[src/rtl/kmeans_stream_host_pkg.sv]
// Shared types and constants for the kMeans stream host: FSM states, error codes,
// default job geometry and the x/y field layout of a stream word.
package kmeans_pkg;

   localparam int unsigned CLUSTER_SIZE_DEF = 4;
   localparam int unsigned DATA_SIZE_DEF    = 4096;
   localparam int unsigned WORD_W           = 16;
   localparam int unsigned TMO_W            = 24;

   localparam int unsigned X_MSB = 15;
   localparam int unsigned X_LSB = 8;
   localparam int unsigned Y_MSB = 7;
   localparam int unsigned Y_LSB = 0;

   typedef enum logic [1:0] {
      ERR_NONE    = 2'd0,
      ERR_TIMEOUT = 2'd1,
      ERR_SHORT   = 2'd2,
      ERR_EARLY   = 2'd3
   } err_e;

   typedef enum logic [2:0] {
      ST_IDLE    = 3'd0,
      ST_SEND    = 3'd1,
      ST_FLUSH   = 3'd2,
      ST_WAIT    = 3'd3,
      ST_COLLECT = 3'd4
   } state_e;

endpackage

[src/rtl/kmeans_stream_host_if.sv]
// Source-memory read port plus the accelerator in/out stream, bundled as one bus.
interface kmeans_stream_host_if #(
   parameter int unsigned ADDR_W = 13
) ();

   logic              src_rd;
   logic [ADDR_W-1:0] src_addr;
   logic [15:0]       src_rdata;
   logic              km_in_valid;
   logic [15:0]       km_in_data;
   logic              km_out_valid;
   logic [15:0]       km_out_data;

   modport master (
      output src_rd, src_addr, km_in_valid, km_in_data,
      input  src_rdata, km_out_valid, km_out_data
   );

   modport slave (
      input  src_rd, src_addr, km_in_valid, km_in_data,
      output src_rdata, km_out_valid, km_out_data
   );

endinterface

[src/rtl/kmeans_stream_host_src_reader.sv]
// Walks source addresses 0..TOTAL-1 once per launch and turns the 1-cycle-latency
// read data into a gap-free registered valid/data stream.
module kmeans_src_reader
   import kmeans_pkg::*;
#(
   parameter int unsigned TOTAL  = 4100,
   parameter int unsigned ADDR_W = 13
) (
   input  logic              clk,
   input  logic              rst_n,
   input  logic              launch_i,
   output logic              src_rd_o,
   output logic [ADDR_W-1:0] src_addr_o,
   input  logic [15:0]       src_rdata_i,
   output logic              km_in_valid_o,
   output logic [15:0]       km_in_data_o,
   output logic              issue_last_c_o,
   output logic              pipe_busy_c_o
);

   localparam logic [ADDR_W-1:0] LAST_ADDR = ADDR_W'(TOTAL - 1);

   logic              rd_q, rd_d;
   logic [ADDR_W-1:0] addr_q, addr_d;
   logic              rd_d1_q;
   logic              vld_q;
   logic [15:0]       data_q, data_d;

   always_ff @(posedge clk) begin
      if (!rst_n) begin
         rd_q    <= 1'b0;
         addr_q  <= '0;
         rd_d1_q <= 1'b0;
         vld_q   <= 1'b0;
         data_q  <= '0;
      end else begin
         rd_q    <= rd_d;
         addr_q  <= addr_d;
         rd_d1_q <= rd_q;
         vld_q   <= rd_d1_q;
         data_q  <= data_d;
      end
   end

   // Address holds at the last word once issued; only a new launch rewinds it.
   always_comb begin
      rd_d   = rd_q;
      addr_d = addr_q;
      if (launch_i) begin
         rd_d   = 1'b1;
         addr_d = '0;
      end else if (rd_q) begin
         if (addr_q == LAST_ADDR) rd_d   = 1'b0;
         else                     addr_d = addr_q + 1'b1;
      end
      data_d = rd_d1_q ? {src_rdata_i[X_MSB:X_LSB], src_rdata_i[Y_MSB:Y_LSB]} : 16'h0000;
   end

   assign src_rd_o       = rd_q;
   assign src_addr_o     = addr_q;
   assign km_in_valid_o  = vld_q;
   assign km_in_data_o   = data_q;
   assign issue_last_c_o = rd_q && (addr_q == LAST_ADDR);
   assign pipe_busy_c_o  = rd_q | rd_d1_q | vld_q;

endmodule

[src/rtl/kmeans_stream_host.sv]
// Host side of the kMeans accelerator: streams centroids and points from source
// memory, then captures the result burst, reporting timeout and protocol errors.
module kmeans_stream_host
   import kmeans_pkg::*;
#(
   parameter int unsigned CLUSTER_SIZE   = CLUSTER_SIZE_DEF,
   parameter int unsigned DATA_SIZE      = DATA_SIZE_DEF,
   parameter int unsigned ADDR_W         = 13,
   parameter int unsigned TIMEOUT_CYCLES = 2000000
) (
   input  logic                             clk,
   input  logic                             rst_n,
   input  logic                             start,
   output logic                             busy,
   output logic                             done,
   output logic [1:0]                       err_code,
   output logic [WORD_W*CLUSTER_SIZE-1:0]   res_data,
   kmeans_stream_host_if.master             bus
);

   localparam int unsigned TOTAL  = CLUSTER_SIZE + DATA_SIZE;
   localparam int unsigned BEAT_W = $clog2(CLUSTER_SIZE) + 1;
   localparam int unsigned RES_W  = WORD_W * CLUSTER_SIZE;

   state_e             state_q, state_d;
   err_e               err_q, err_d;
   logic               done_q, done_d;
   logic               busy_q;
   logic [RES_W-1:0]   res_q, res_d;
   logic [BEAT_W-1:0]  beat_q, beat_d;
   logic [TMO_W-1:0]   tmo_q, tmo_d;
   logic               launch_c;
   logic               issue_last_c;
   logic               pipe_busy_c;

   kmeans_src_reader #(
      .TOTAL  (TOTAL),
      .ADDR_W (ADDR_W)
   ) u_reader (
      .clk            (clk),
      .rst_n          (rst_n),
      .launch_i       (launch_c),
      .src_rd_o       (bus.src_rd),
      .src_addr_o     (bus.src_addr),
      .src_rdata_i    (bus.src_rdata),
      .km_in_valid_o  (bus.km_in_valid),
      .km_in_data_o   (bus.km_in_data),
      .issue_last_c_o (issue_last_c),
      .pipe_busy_c_o  (pipe_busy_c)
   );

   always_ff @(posedge clk) begin
      if (!rst_n) begin
         state_q <= ST_IDLE;
         err_q   <= ERR_NONE;
         done_q  <= 1'b0;
         busy_q  <= 1'b0;
         res_q   <= '0;
         beat_q  <= '0;
         tmo_q   <= '0;
      end else begin
         state_q <= state_d;
         err_q   <= err_d;
         done_q  <= done_d;
         busy_q  <= (state_d != ST_IDLE);
         res_q   <= res_d;
         beat_q  <= beat_d;
         tmo_q   <= tmo_d;
      end
   end

   // Job sequencing; result capture shares one path for WAIT (beat 0) and COLLECT.
   always_comb begin
      state_d  = state_q;
      err_d    = err_q;
      done_d   = 1'b0;
      res_d    = res_q;
      beat_d   = beat_q;
      tmo_d    = tmo_q;
      launch_c = 1'b0;
      case (state_q)
         ST_IDLE: begin
            if (start) begin
               launch_c = 1'b1;
               err_d    = ERR_NONE;
               state_d  = ST_SEND;
            end
         end
         ST_SEND: begin
            if (bus.km_out_valid) err_d = ERR_EARLY;
            if (issue_last_c) state_d = ST_FLUSH;
         end
         ST_FLUSH: begin
            if (bus.km_out_valid) err_d = ERR_EARLY;
            if (!pipe_busy_c) begin
               state_d = ST_WAIT;
               tmo_d   = '0;
               beat_d  = '0;
            end
         end
         ST_WAIT, ST_COLLECT: begin
            if (bus.km_out_valid) begin
               for (int k = 0; k < CLUSTER_SIZE; k++) begin
                  if (beat_q == BEAT_W'(k)) res_d[WORD_W*k +: WORD_W] = bus.km_out_data;
               end
               if (beat_q == BEAT_W'(CLUSTER_SIZE - 1)) begin
                  done_d  = 1'b1;
                  state_d = ST_IDLE;
               end else begin
                  beat_d  = beat_q + 1'b1;
                  state_d = ST_COLLECT;
               end
            end else if (state_q == ST_COLLECT) begin
               err_d   = ERR_SHORT;
               state_d = ST_IDLE;
            end else if (tmo_q == TMO_W'(TIMEOUT_CYCLES - 1)) begin
               err_d   = ERR_TIMEOUT;
               state_d = ST_IDLE;
            end else begin
               tmo_d = tmo_q + 1'b1;
            end
         end
         default: state_d = ST_IDLE;
      endcase
   end

   assign busy     = busy_q;
   assign done     = done_q;
   assign err_code = err_q;
   assign res_data = res_q;

endmodule

[src/flat_wrapper.sv]
// flat-port wrapper written by rule: the top's interface ports become plain ports
module kmeans_stream_host_flat import kmeans_pkg::*;
#(
   parameter int unsigned CLUSTER_SIZE   = CLUSTER_SIZE_DEF,
   parameter int unsigned DATA_SIZE      = DATA_SIZE_DEF,
   parameter int unsigned ADDR_W         = 13,
   parameter int unsigned TIMEOUT_CYCLES = 2000000
)
  (clk, rst_n, start, busy, done, err_code, res_data, bus_src_rd, bus_src_addr, bus_km_in_valid, bus_km_in_data, bus_src_rdata, bus_km_out_valid, bus_km_out_data);
  kmeans_stream_host_if #(.ADDR_W(ADDR_W)) bus_i ();
  input  logic clk;
  input  logic rst_n;
  input  logic start;
  output logic busy;
  output logic done;
  output logic [1:0] err_code;
  output logic [WORD_W*CLUSTER_SIZE-1:0] res_data;
  output wire logic [$bits(bus_i.src_rd)-1:0] bus_src_rd;
  output wire logic [$bits(bus_i.src_addr)-1:0] bus_src_addr;
  output wire logic [$bits(bus_i.km_in_valid)-1:0] bus_km_in_valid;
  output wire logic [$bits(bus_i.km_in_data)-1:0] bus_km_in_data;
  input wire logic [$bits(bus_i.src_rdata)-1:0] bus_src_rdata;
  input wire logic [$bits(bus_i.km_out_valid)-1:0] bus_km_out_valid;
  input wire logic [$bits(bus_i.km_out_data)-1:0] bus_km_out_data;
  assign bus_src_rd = bus_i.src_rd;
  assign bus_src_addr = bus_i.src_addr;
  assign bus_km_in_valid = bus_i.km_in_valid;
  assign bus_km_in_data = bus_i.km_in_data;
  assign bus_i.src_rdata = bus_src_rdata;
  assign bus_i.km_out_valid = bus_km_out_valid;
  assign bus_i.km_out_data = bus_km_out_data;
  kmeans_stream_host #(.CLUSTER_SIZE(CLUSTER_SIZE), .DATA_SIZE(DATA_SIZE), .ADDR_W(ADDR_W), .TIMEOUT_CYCLES(TIMEOUT_CYCLES)) u_core (.clk(clk), .rst_n(rst_n), .start(start), .busy(busy), .done(done), .err_code(err_code), .res_data(res_data), .bus(bus_i));
endmodule
[config.mk]
export PLATFORM = sky130hd
export DESIGN_NAME = kmeans_stream_host_flat
export DESIGN_NICKNAME = d
export VERILOG_FILES = /design/src/rtl/kmeans_stream_host_pkg.sv /design/src/rtl/kmeans_stream_host_if.sv /design/src/rtl/kmeans_stream_host_src_reader.sv /design/src/rtl/kmeans_stream_host.sv /design/src/flat_wrapper.sv
export SDC_FILE = /design/constraint.sdc
export NUM_CORES = 1
export LEC_CHECK = 0
export CAP_MARGIN = 20
export CORE_MARGIN = 2
export CORE_UTILIZATION = 45
export CTS_CLUSTER_SIZE = 28
export DETAILED_ROUTE_END_ITERATION = 8
export PLACE_DENSITY = 0.74
export SYNTH_ARGS = -nofsm -noshare
export SYNTH_HDL_FRONTEND = slang
export SYNTH_SLANG_ARGS = --single-unit
[constraint.sdc]
create_clock -name clk -period 4.3 [get_ports clk]
set_input_delay 0.86 -clock clk [delete_from_list [all_inputs] [get_ports clk]]
set_output_delay 0.86 -clock clk [all_outputs]
set_load 0.05 [all_outputs]
==> results.toml, run 1 <==
[grt]
grt_pass1_wl_um = 21500
grt_pass1_vias = 4393
grt_usage_pct = 20.7
antenna_found_initial = 0
grt-ovfl-total = 0
grt_max_degree = 54

[die]
io_pins = 135
rows = 40
core_sq_mm = 0.0120
die_area_sq_mm = 0.0131
start_util_pct = 45.8
die_w_um = 114
die_h_um = 114

[worst_setup_path]
crit_buf_inv = 1
critPathLaunchType = "register"
crit_family = "buffers and inverters"
arrival_ns = 1.86
slowest_stage = "clkdlybuf4s50_1"
cp-end-kind = "output port"
crit_type = "register to output port"
path_max_fanout = 10
slowest_delay_ns = 0.89
crit_chain = "clkdlybuf4s50_1"
critical_path_required_ns = 3.44

[logic_synthesis]
syn_nets = 608
async_flop_share_pct = 0
synth_edf_count = 0
yosys_warnings = 0
ys_types = 51
syn_area_sq_mm = 0.00547
seq_area_frac_synth_pct = 47.6
avgSynthCellArea_sq_um = 9.69
synth_flop_cell = "dfxtp_1"
syn-instance-count = 565
synth_seq_cells = 130

[pwr]
p_clk_share_pct = 53.1
pwr-share-seq_pct = 42.3
power_density_mw_per_mm2 = 386
p_sw_w = 0.000617
p_leak_nw = 2.98
ir_drop_mv = 0.271
p_int_w = 0.00228
swShare_pct = 21.3
combPwrFrac_pct = 4.6

[clock_network]
htreeDepth = 4
cts_tree = "yes"
clock_path_buffers = 2
root_buffer = "clkbuf_16"
cts_inserted_buffers = 17
cts.clk_slew.worst_paths_ns = 0.06
clk_latency_ns = 0.41
cts_hold_buffers = 0
cts_setup_buffers = 0
cts_sinks = 130
cts_resized = 0

[detailed_routing]
antenna_left = 0
wirelength_um = 13100
vias = 4468
vias_per_cell = 5.26
first_pass_iters = 4
wl_per_cell_um = 15.5
drc = 0
first_iter_violations = 252

[sta]
rsz0062_at_grt = "no"
hold_violations = 0
fin_skew_ns = 0.00534
setup_viol = 0
finalSetupTns_ns = 0
timing.fmax_ghz = 0.367
min_period_over_period_pct = 63.4
worst_slew_pin_slew_ns = 0.863
period_needed_ns = 2.72
fin_ws_ns = 1.58
relSlewSlack_pct = 42.5
slew_violations = 0

[placed_design]
dp_hpwl_um = 9080
post-place-ws_ns = 1.24
io_buffers = 134
gp_congestion = 0.845

[status]
outcome = "complete, no violations"

[cells_and_area]
final_util_pct = 62.7
nets = 733
synthToLayoutAreaGrowth_pct = 36.9
drive_gt1_share_pct = 6.54
n_antenna_cell = 0

[hold_path]
hp-class = "register to register"

[job]
cap_violations = 0
## state kept, by name, summed over array words and instances (netlist names), 2 cells and up
name                          count
u_core.state_q                    3
u_core.u_reader.src_addr_o       13
u_core.beat_q                     3
u_core.err_code                   2
u_core.res_data                  64
u_core.tmo_q                     24
u_core.u_reader.km_in_data_o     16
## per-stage QoR
step	hold slack (ns)	cell area, sq um	instances	power (W)
after global routing	0.483	7490	850	0.00299
after floorplan	0.446	5470	565	0.00132
after CTS	0.455	7490	850	0.00292
final	0.452	7490	850	0.00290
after detailed placement	0.447	6860	818	0.00138
after global placement	0.441	6860	818	0.00138
## cell families after synthesis
logic type               synth area share (%)
multiplexers                             9.88
XOR/XNOR                                 2.40
adder cells (fa/ha/maj)                  1.60
AND/OR/NAND/NOR                          25.9
AO/OA/AOI/OAI                            9.01
buffers and inverters                    3.64
flip-flops                               47.6
## path summary, 6_finish.rpt
kind         depth (start not counted)                                start                          endpoint  slack (ns)
min reg2reg                          2     u_core.res_data[52]$_SDFFE_PN0P_  u_core.res_data[52]$_SDFFE_PN0P_        0.45
max reg2reg                          5         u_core.state_q[2]$_SDFF_PN0_     u_core.tmo_q[15]$_SDFFE_PN0P_        1.79
max                                  1  u_core.u_reader.src_rd_o$_SDFF_PN0_                        bus_src_rd        1.58
min                                  2     u_core.res_data[52]$_SDFFE_PN0P_  u_core.res_data[52]$_SDFFE_PN0P_        0.45
## cells in the final DEF, fill, tap and decap left out, types with 10 or more instances in the layout
| master | n |
|---|---|
| or4_1 | 11 |
| clkdlybuf4s50_1 | 133 |
| nor2_1 | 25 |
| nand2_1 | 59 |
| o31ai_1 | 10 |
| a21boi_1 | 20 |
| nor2b_1 | 53 |
| and3_1 | 24 |
| nand4_1 | 11 |
| nand3_1 | 18 |
| mux2i_1 | 54 |
| clkbuf_16 | 17 |
| dfxtp_1 | 130 |
| a21oi_1 | 17 |
## synthesized netlist by cell type, types with 3 or more instances
library cell | count | area [sq um]
o31ai_1 | 10 | 75.1
a21oi_1 | 17 | 85.1
or3_1 | 4 | 25.0
nand2_1 | 59 | 221
nor2b_1 | 53 | 332
nand2b_1 | 8 | 50.1
mux2i_1 | 54 | 541
clkbuf_1 | 23 | 86.3
nand4_1 | 11 | 68.8
nor4_4 | 3 | 63.8
xnor2_1 | 8 | 70.1
nor4_1 | 3 | 18.8
o21ai_1 | 5 | 25.0
xor2_1 | 7 | 61.3
o21ai_0 | 3 | 15.0
ha_1 | 7 | 87.6
a21boi_1 | 20 | 150
and3_1 | 24 | 150
buf_2 | 7 | 35.0
inv_1 | 7 | 26.3
dfxtp_1 | 130 | 2600
nor2_1 | 25 | 93.8
o21ai_2 | 3 | 26.3
and4_1 | 4 | 35.0
nor3_1 | 6 | 30.0
nand3_1 | 18 | 90.1
nand3b_1 | 3 | 22.5
and2_1 | 3 | 18.8
nor4b_1 | 3 | 26.3
or4_1 | 11 | 82.6
## layout make-up
type	count	area (sq um)
flip-flops and latches	130	2600
clock inverters	12	180
clock buffers	20	457
repair buffers	139	1370
fillers	962	4470
well taps	147	184
inverters	7	26.3
multi-input cells	395	2670
## power by group through the flow
stage          Sequential [W]  Clock [W]  Combinational [W]
3_3_place_gp          0.00125          0           0.000132
4_1_cts               0.00122    0.00156           0.000135
2_1_floorplan         0.00127          0          0.0000507
5_1_grt               0.00122    0.00162           0.000143
3_5_place_dp          0.00125          0           0.000134
6_report              0.00122    0.00154           0.000135
## layer usage
| metal | wire [um] | track usage [%] |
|---|---|---|
| met5 | 0 | 0 |
| met4 | 221 | 7.48 |
| met3 | 745 | 7.68 |
| met2 | 6280 | 33.6 |
| met1 | 5900 | 25.3 |
Power figures use the tool's default switching activity.
==> run 2, diff against run 1 <==
==> constraint.sdc (replaced) <==
create_clock -name clk -period 2.8 [get_ports clk]
set_input_delay 0.56 -clock clk [delete_from_list [all_inputs] [get_ports clk]]
set_output_delay 0.56 -clock clk [all_outputs]
set_load 0.05 [all_outputs]
==> results.toml, run 2 (synthesis results as in run 1) <==
[job]
cap_violations = 0

[die]
die_h_um = 114
die_area_sq_mm = 0.0131
io_pins = 135
start_util_pct = 45.8
rows = 40
die_w_um = 114
core_sq_mm = 0.0120

[pwr]
power_density_mw_per_mm2 = 572
combPwrFrac_pct = 4.9
swShare_pct = 22.1
p_sw_w = 0.000947
pwr-share-seq_pct = 43.8
p_clk_share_pct = 51.3
p_int_w = 0.00335
finalPower_w = 0.00429
ir_drop_mv = 0.509
p_leak_nw = 3.00

[placed_design]
gp_congestion = 0.852
dp_hpwl_um = 9530
post-place-ws_ns = 0.195
io_buffers = 134

[clock_network]
cts_sinks = 130
cts_tree = "yes"
clk_latency_ns = 0.42
cts.clk_slew.worst_paths_ns = 0.06
cts_resized = 0
cts_inserted_buffers = 17
htreeDepth = 4
cts_hold_buffers = 0
root_buffer = "clkbuf_16"
cts_setup_buffers = 0
clock_path_buffers = 2

[detailed_routing]
first_pass_iters = 4
wirelength_um = 13700
vias = 4520
vias_per_cell = 5.28
first_iter_violations = 284
drc = 0
wl_per_cell_um = 16.0
antenna_left = 0

[cells_and_area]
largest_reg_flops = 64
mostFrequentLayoutCells = "133 x clkdlybuf4s50_1, 130 x dfxtp_1, 59 x nand2_1"
n_antenna_cell = 0
layout_commonest_cell = "clkdlybuf4s50_1"
drive_gt1_share_pct = 7.33
nets = 739
synthToLayoutAreaGrowth_pct = 37.0

[grt]
grt_max_degree = 47
grt_pass1_vias = 4512
grt-ovfl-total = 0
grt_usage_pct = 21.8
grt_pass1_wl_um = 22200
antenna_found_initial = 0

[worst_setup_path]
critical_path_required_ns = 2.24
slowest_delay_ns = 0.88
critPathLaunchType = "register"
crit_chain = "clkdlybuf4s50_1"
crit_family = "buffers and inverters"
path_max_fanout = 10
cp-end-kind = "output port"
crit_buf_inv = 1
crit_type = "register to output port"
slowest_stage = "clkdlybuf4s50_1"
arrival_ns = 1.88

[hold_path]
hp-class = "register to register"

[status]
outcome = "complete, no violations"

[sta]
rsz0062_at_grt = "no"
relSlewSlack_pct = 49.0
setup_viol = 0
slew_violations = 0
worst_slew_pin_slew_ns = 0.763
finalSetupTns_ns = 0
fin_ws_ns = 0.363
min_period_over_period_pct = 87.0
hold_violations = 0
fin_skew_ns = 0.0132
period_needed_ns = 2.44
timing.fmax_ghz = 0.410
[run 2: stage by stage]
step / utilization [%] / cell area (sq um) / instances / hold slack, ns
after floorplan: - / 5470 / 565 / 0.446
after global placement: 57.7 / 6900 / 824 / 0.441
after detailed placement: 57.7 / 6900 / 824 / 0.446
after CTS: 62.7 / 7500 / 856 / 0.453
after global routing: 62.7 / 7500 / 856 / 0.473
final: 62.7 / 7500 / 856 / 0.450
[run 2: final timing paths]
kind                                       startpoint                                to  slack, ns  cells past startpoint
setup reg to reg         u_core.state_q[1]$_SDFF_PN0_     u_core.tmo_q[12]$_SDFFE_PN0P_       0.44                      5
setup / recovery  u_core.u_reader.src_rd_o$_SDFF_PN0_                        bus_src_rd       0.36                      1
hold / removal       u_core.res_data[50]$_SDFFE_PN0P_  u_core.res_data[50]$_SDFFE_PN0P_       0.45                      2
hold reg to reg      u_core.res_data[50]$_SDFFE_PN0P_  u_core.res_data[50]$_SDFFE_PN0P_       0.45                      2
[run 2: layout make-up]
type	instances	area, sq um
clock buffers	21	470
clock inverters	11	126
fillers	961	4460
inverters	7	26.3
multi-input cells	395	2670
flip-flops and latches	130	2600
well taps	147	184
repair buffers	145	1420
[run 2: routing by layer]
metal	vias to the layer above	global-route usage, %	wire (um)
li1	2245	-	-
met4	0	10.0	266
met2	116	35.0	6670
met1	2138	25.8	5880
met5	-	0	0
met3	21	8.42	889
[run 2: power groups by stage]
stage               logic [W]  registers [W]  clock network [W]
finish               0.000209        0.00188            0.00220
global route         0.000223        0.00188            0.00233
CTS                  0.000210        0.00188            0.00224
detailed placement   0.000208        0.00192                  0
global placement     0.000206        0.00192                  0
floorplan           0.0000779        0.00195                  0
==> run 3, diff against run 2 <==
--- a/config.mk
+++ b/config.mk
@@ -6,7 +6,7 @@
 export NUM_CORES = 1
 export LEC_CHECK = 0
 export CAP_MARGIN = 20
-export CORE_MARGIN = 2
+export CORE_MARGIN = 4
 export CORE_UTILIZATION = 45
 export CTS_CLUSTER_SIZE = 28
 export DETAILED_ROUTE_END_ITERATION = 8
==> results.toml, run 3 (synthesis results as in run 1) <==
[clock_network]
clk_latency_ns = 0.40
cts_resized = 0
clock_path_buffers = 2
cts_setup_buffers = 0
root_buffer = "clkbuf_16"
cts_hold_buffers = 0
htreeDepth = 4
cts.clk_slew.worst_paths_ns = 0.05
cts_tree = "yes"
cts_inserted_buffers = 17
cts_sinks = 130

[hold_path]
hp-class = "register to register"
hp-start = "u_core.res_data[59]$_SDFFE_PN0P_"
whs_path_depth = 2
hold_end = "u_core.res_data[59]$_SDFFE_PN0P_"

[placed_design]
post-place-ws_ns = 0.254
io_buffers = 134
placedInstanceArea_sq_mm = 0.00689
dp_hpwl_um = 9490
place_inst = 822
gp_congestion = 0.846

[worst_setup_path]
critical_path_required_ns = 2.24
critPathLaunchType = "register"
rrSetupSlack_ns = 0.44
slowest_stage = "clkdlybuf4s50_1"
crit_buf_inv = 1
cp-end-kind = "output port"
path_max_fanout = 10
crit_type = "register to output port"
cp.depth = 1
slowest_delay_ns = 0.88
cp-startpoint = "u_core.u_reader.src_rd_o$_SDFF_PN0_"
crit_chain = "clkdlybuf4s50_1"
r2r-end = "u_core.tmo_q[14]$_SDFFE_PN0P_"
crit_family = "buffers and inverters"
arrival_ns = 1.84
reg2reg_depth = 5
r2r-start = "u_core.state_q[1]$_SDFF_PN0_"

[job]
cap_violations = 0

[detailed_routing]
vias_per_cell = 5.33
antenna_left = 0
drc = 0
first_iter_violations = 280
first_pass_iters = 4
wirelength_um = 13600
vias = 4549
wl_per_cell_um = 15.9

[grt]
grt_usage_pct = 19.6
grt-ovfl-total = 0
grt_pass1_wl_um = 22400
antenna_found_initial = 0
grt_pass1_vias = 4650
grt_max_degree = 81

[die]
die_w_um = 118
core_sq_mm = 0.0120
die_h_um = 118
start_util_pct = 45.8
io_pins = 135
rows = 40
die_area_sq_mm = 0.0140

[sta]
setup_viol = 0
finalSetupTns_ns = 0
relSlewSlack_pct = 52.5
slew_violations = 0
hold_violations = 0
rsz0062_at_grt = "no"
period_needed_ns = 2.40
fin_skew_ns = 0.00545
worst_slew_pin_slew_ns = 0.711
fin_ws_ns = 0.396
timing.fmax_ghz = 0.416
min_period_over_period_pct = 85.9

[pwr]
pwr-share-seq_pct = 42.7
combPwrFrac_pct = 4.7
power_density_mw_per_mm2 = 586
ir_drop_mv = 0.398
p_int_w = 0.00352
swShare_pct = 20.1
finalPower_w = 0.00440
p_leak_nw = 3.01
p_sw_w = 0.000886
p_clk_share_pct = 52.6

[cells_and_area]
nFillCells = 952
synthToLayoutAreaGrowth_pct = 37.3
layout_commonest_cell = "clkdlybuf4s50_1"
largest_reg_flops = 64
n_antenna_cell = 0
fin_area_sq_mm = 0.00752
fin_cells = 853
mostFrequentLayoutCells = "133 x clkdlybuf4s50_1, 130 x dfxtp_1, 59 x nand2_1"
nets = 737
drive_gt1_share_pct = 6.80

[status]
outcome = "complete, no violations"
-- run 3: changes by cell type in the layout (fill, tap and decap cells not counted) --
cell / change
buf_4: -2
bufinv_16: +2
clkinvlp_4: -2
inv_6: -2
clkbuf_1: +1
-- run 3: final cells by class --
type | count | area, sq um | area share, %
multi-input combinational | 395 | 2670 | 35.5
inverter | 7 | 26.3 | 0.350
sequential | 130 | 2600 | 34.6
timing repair buffer | 143 | 1400 | 18.7
tap | 147 | 184 | 2.45
clock inverter | 9 | 154 | 2.05
clock buffer | 22 | 474 | 6.31
-- run 3: metrics by stage --
| step | hold WS [ns] | utilization (%) |
|---|---|---|
| floorplan | 0.446 | - |
| global placement | 0.441 | 57.6 |
| detailed placement | 0.446 | 57.6 |
| CTS | 0.453 | 62.8 |
| global route | 0.479 | 62.8 |
| finish | 0.451 | 62.8 |
-- run 3: power by group through the flow --
stage	Clock [W]	Combinational, W	Sequential (W)
3_5_place_dp	0	0.000205	0.00192
6_report	0.00232	0.000206	0.00188
4_1_cts	0.00237	0.000207	0.00188
2_1_floorplan	0	0.0000779	0.00195
3_3_place_gp	0	0.000203	0.00192
5_1_grt	0.00246	0.000221	0.00188
-- run 3: worst max path at each step --
stage                                     to  slack, ns
2_1_floorplan  u_core.tmo_q[16]$_SDFFE_PN0P_       0.65
3_3_place_gp   u_core.tmo_q[12]$_SDFFE_PN0P_       0.32
3_5_place_dp   u_core.tmo_q[14]$_SDFFE_PN0P_       0.25
4_1_cts                           bus_src_rd       0.38
5_1_grt        u_core.tmo_q[12]$_SDFFE_PN0P_       0.28
6_report                          bus_src_rd       0.40
-- run 3: metal layers --
metal  track usage [%]  wire [um]  vias to the layer above
li1                  -          -                     2245
met1              22.3       5710                     2163
met2              32.4       6600                      118
met3              8.09        917                       23
met4              8.42        347                        0
met5                 0          0                        -
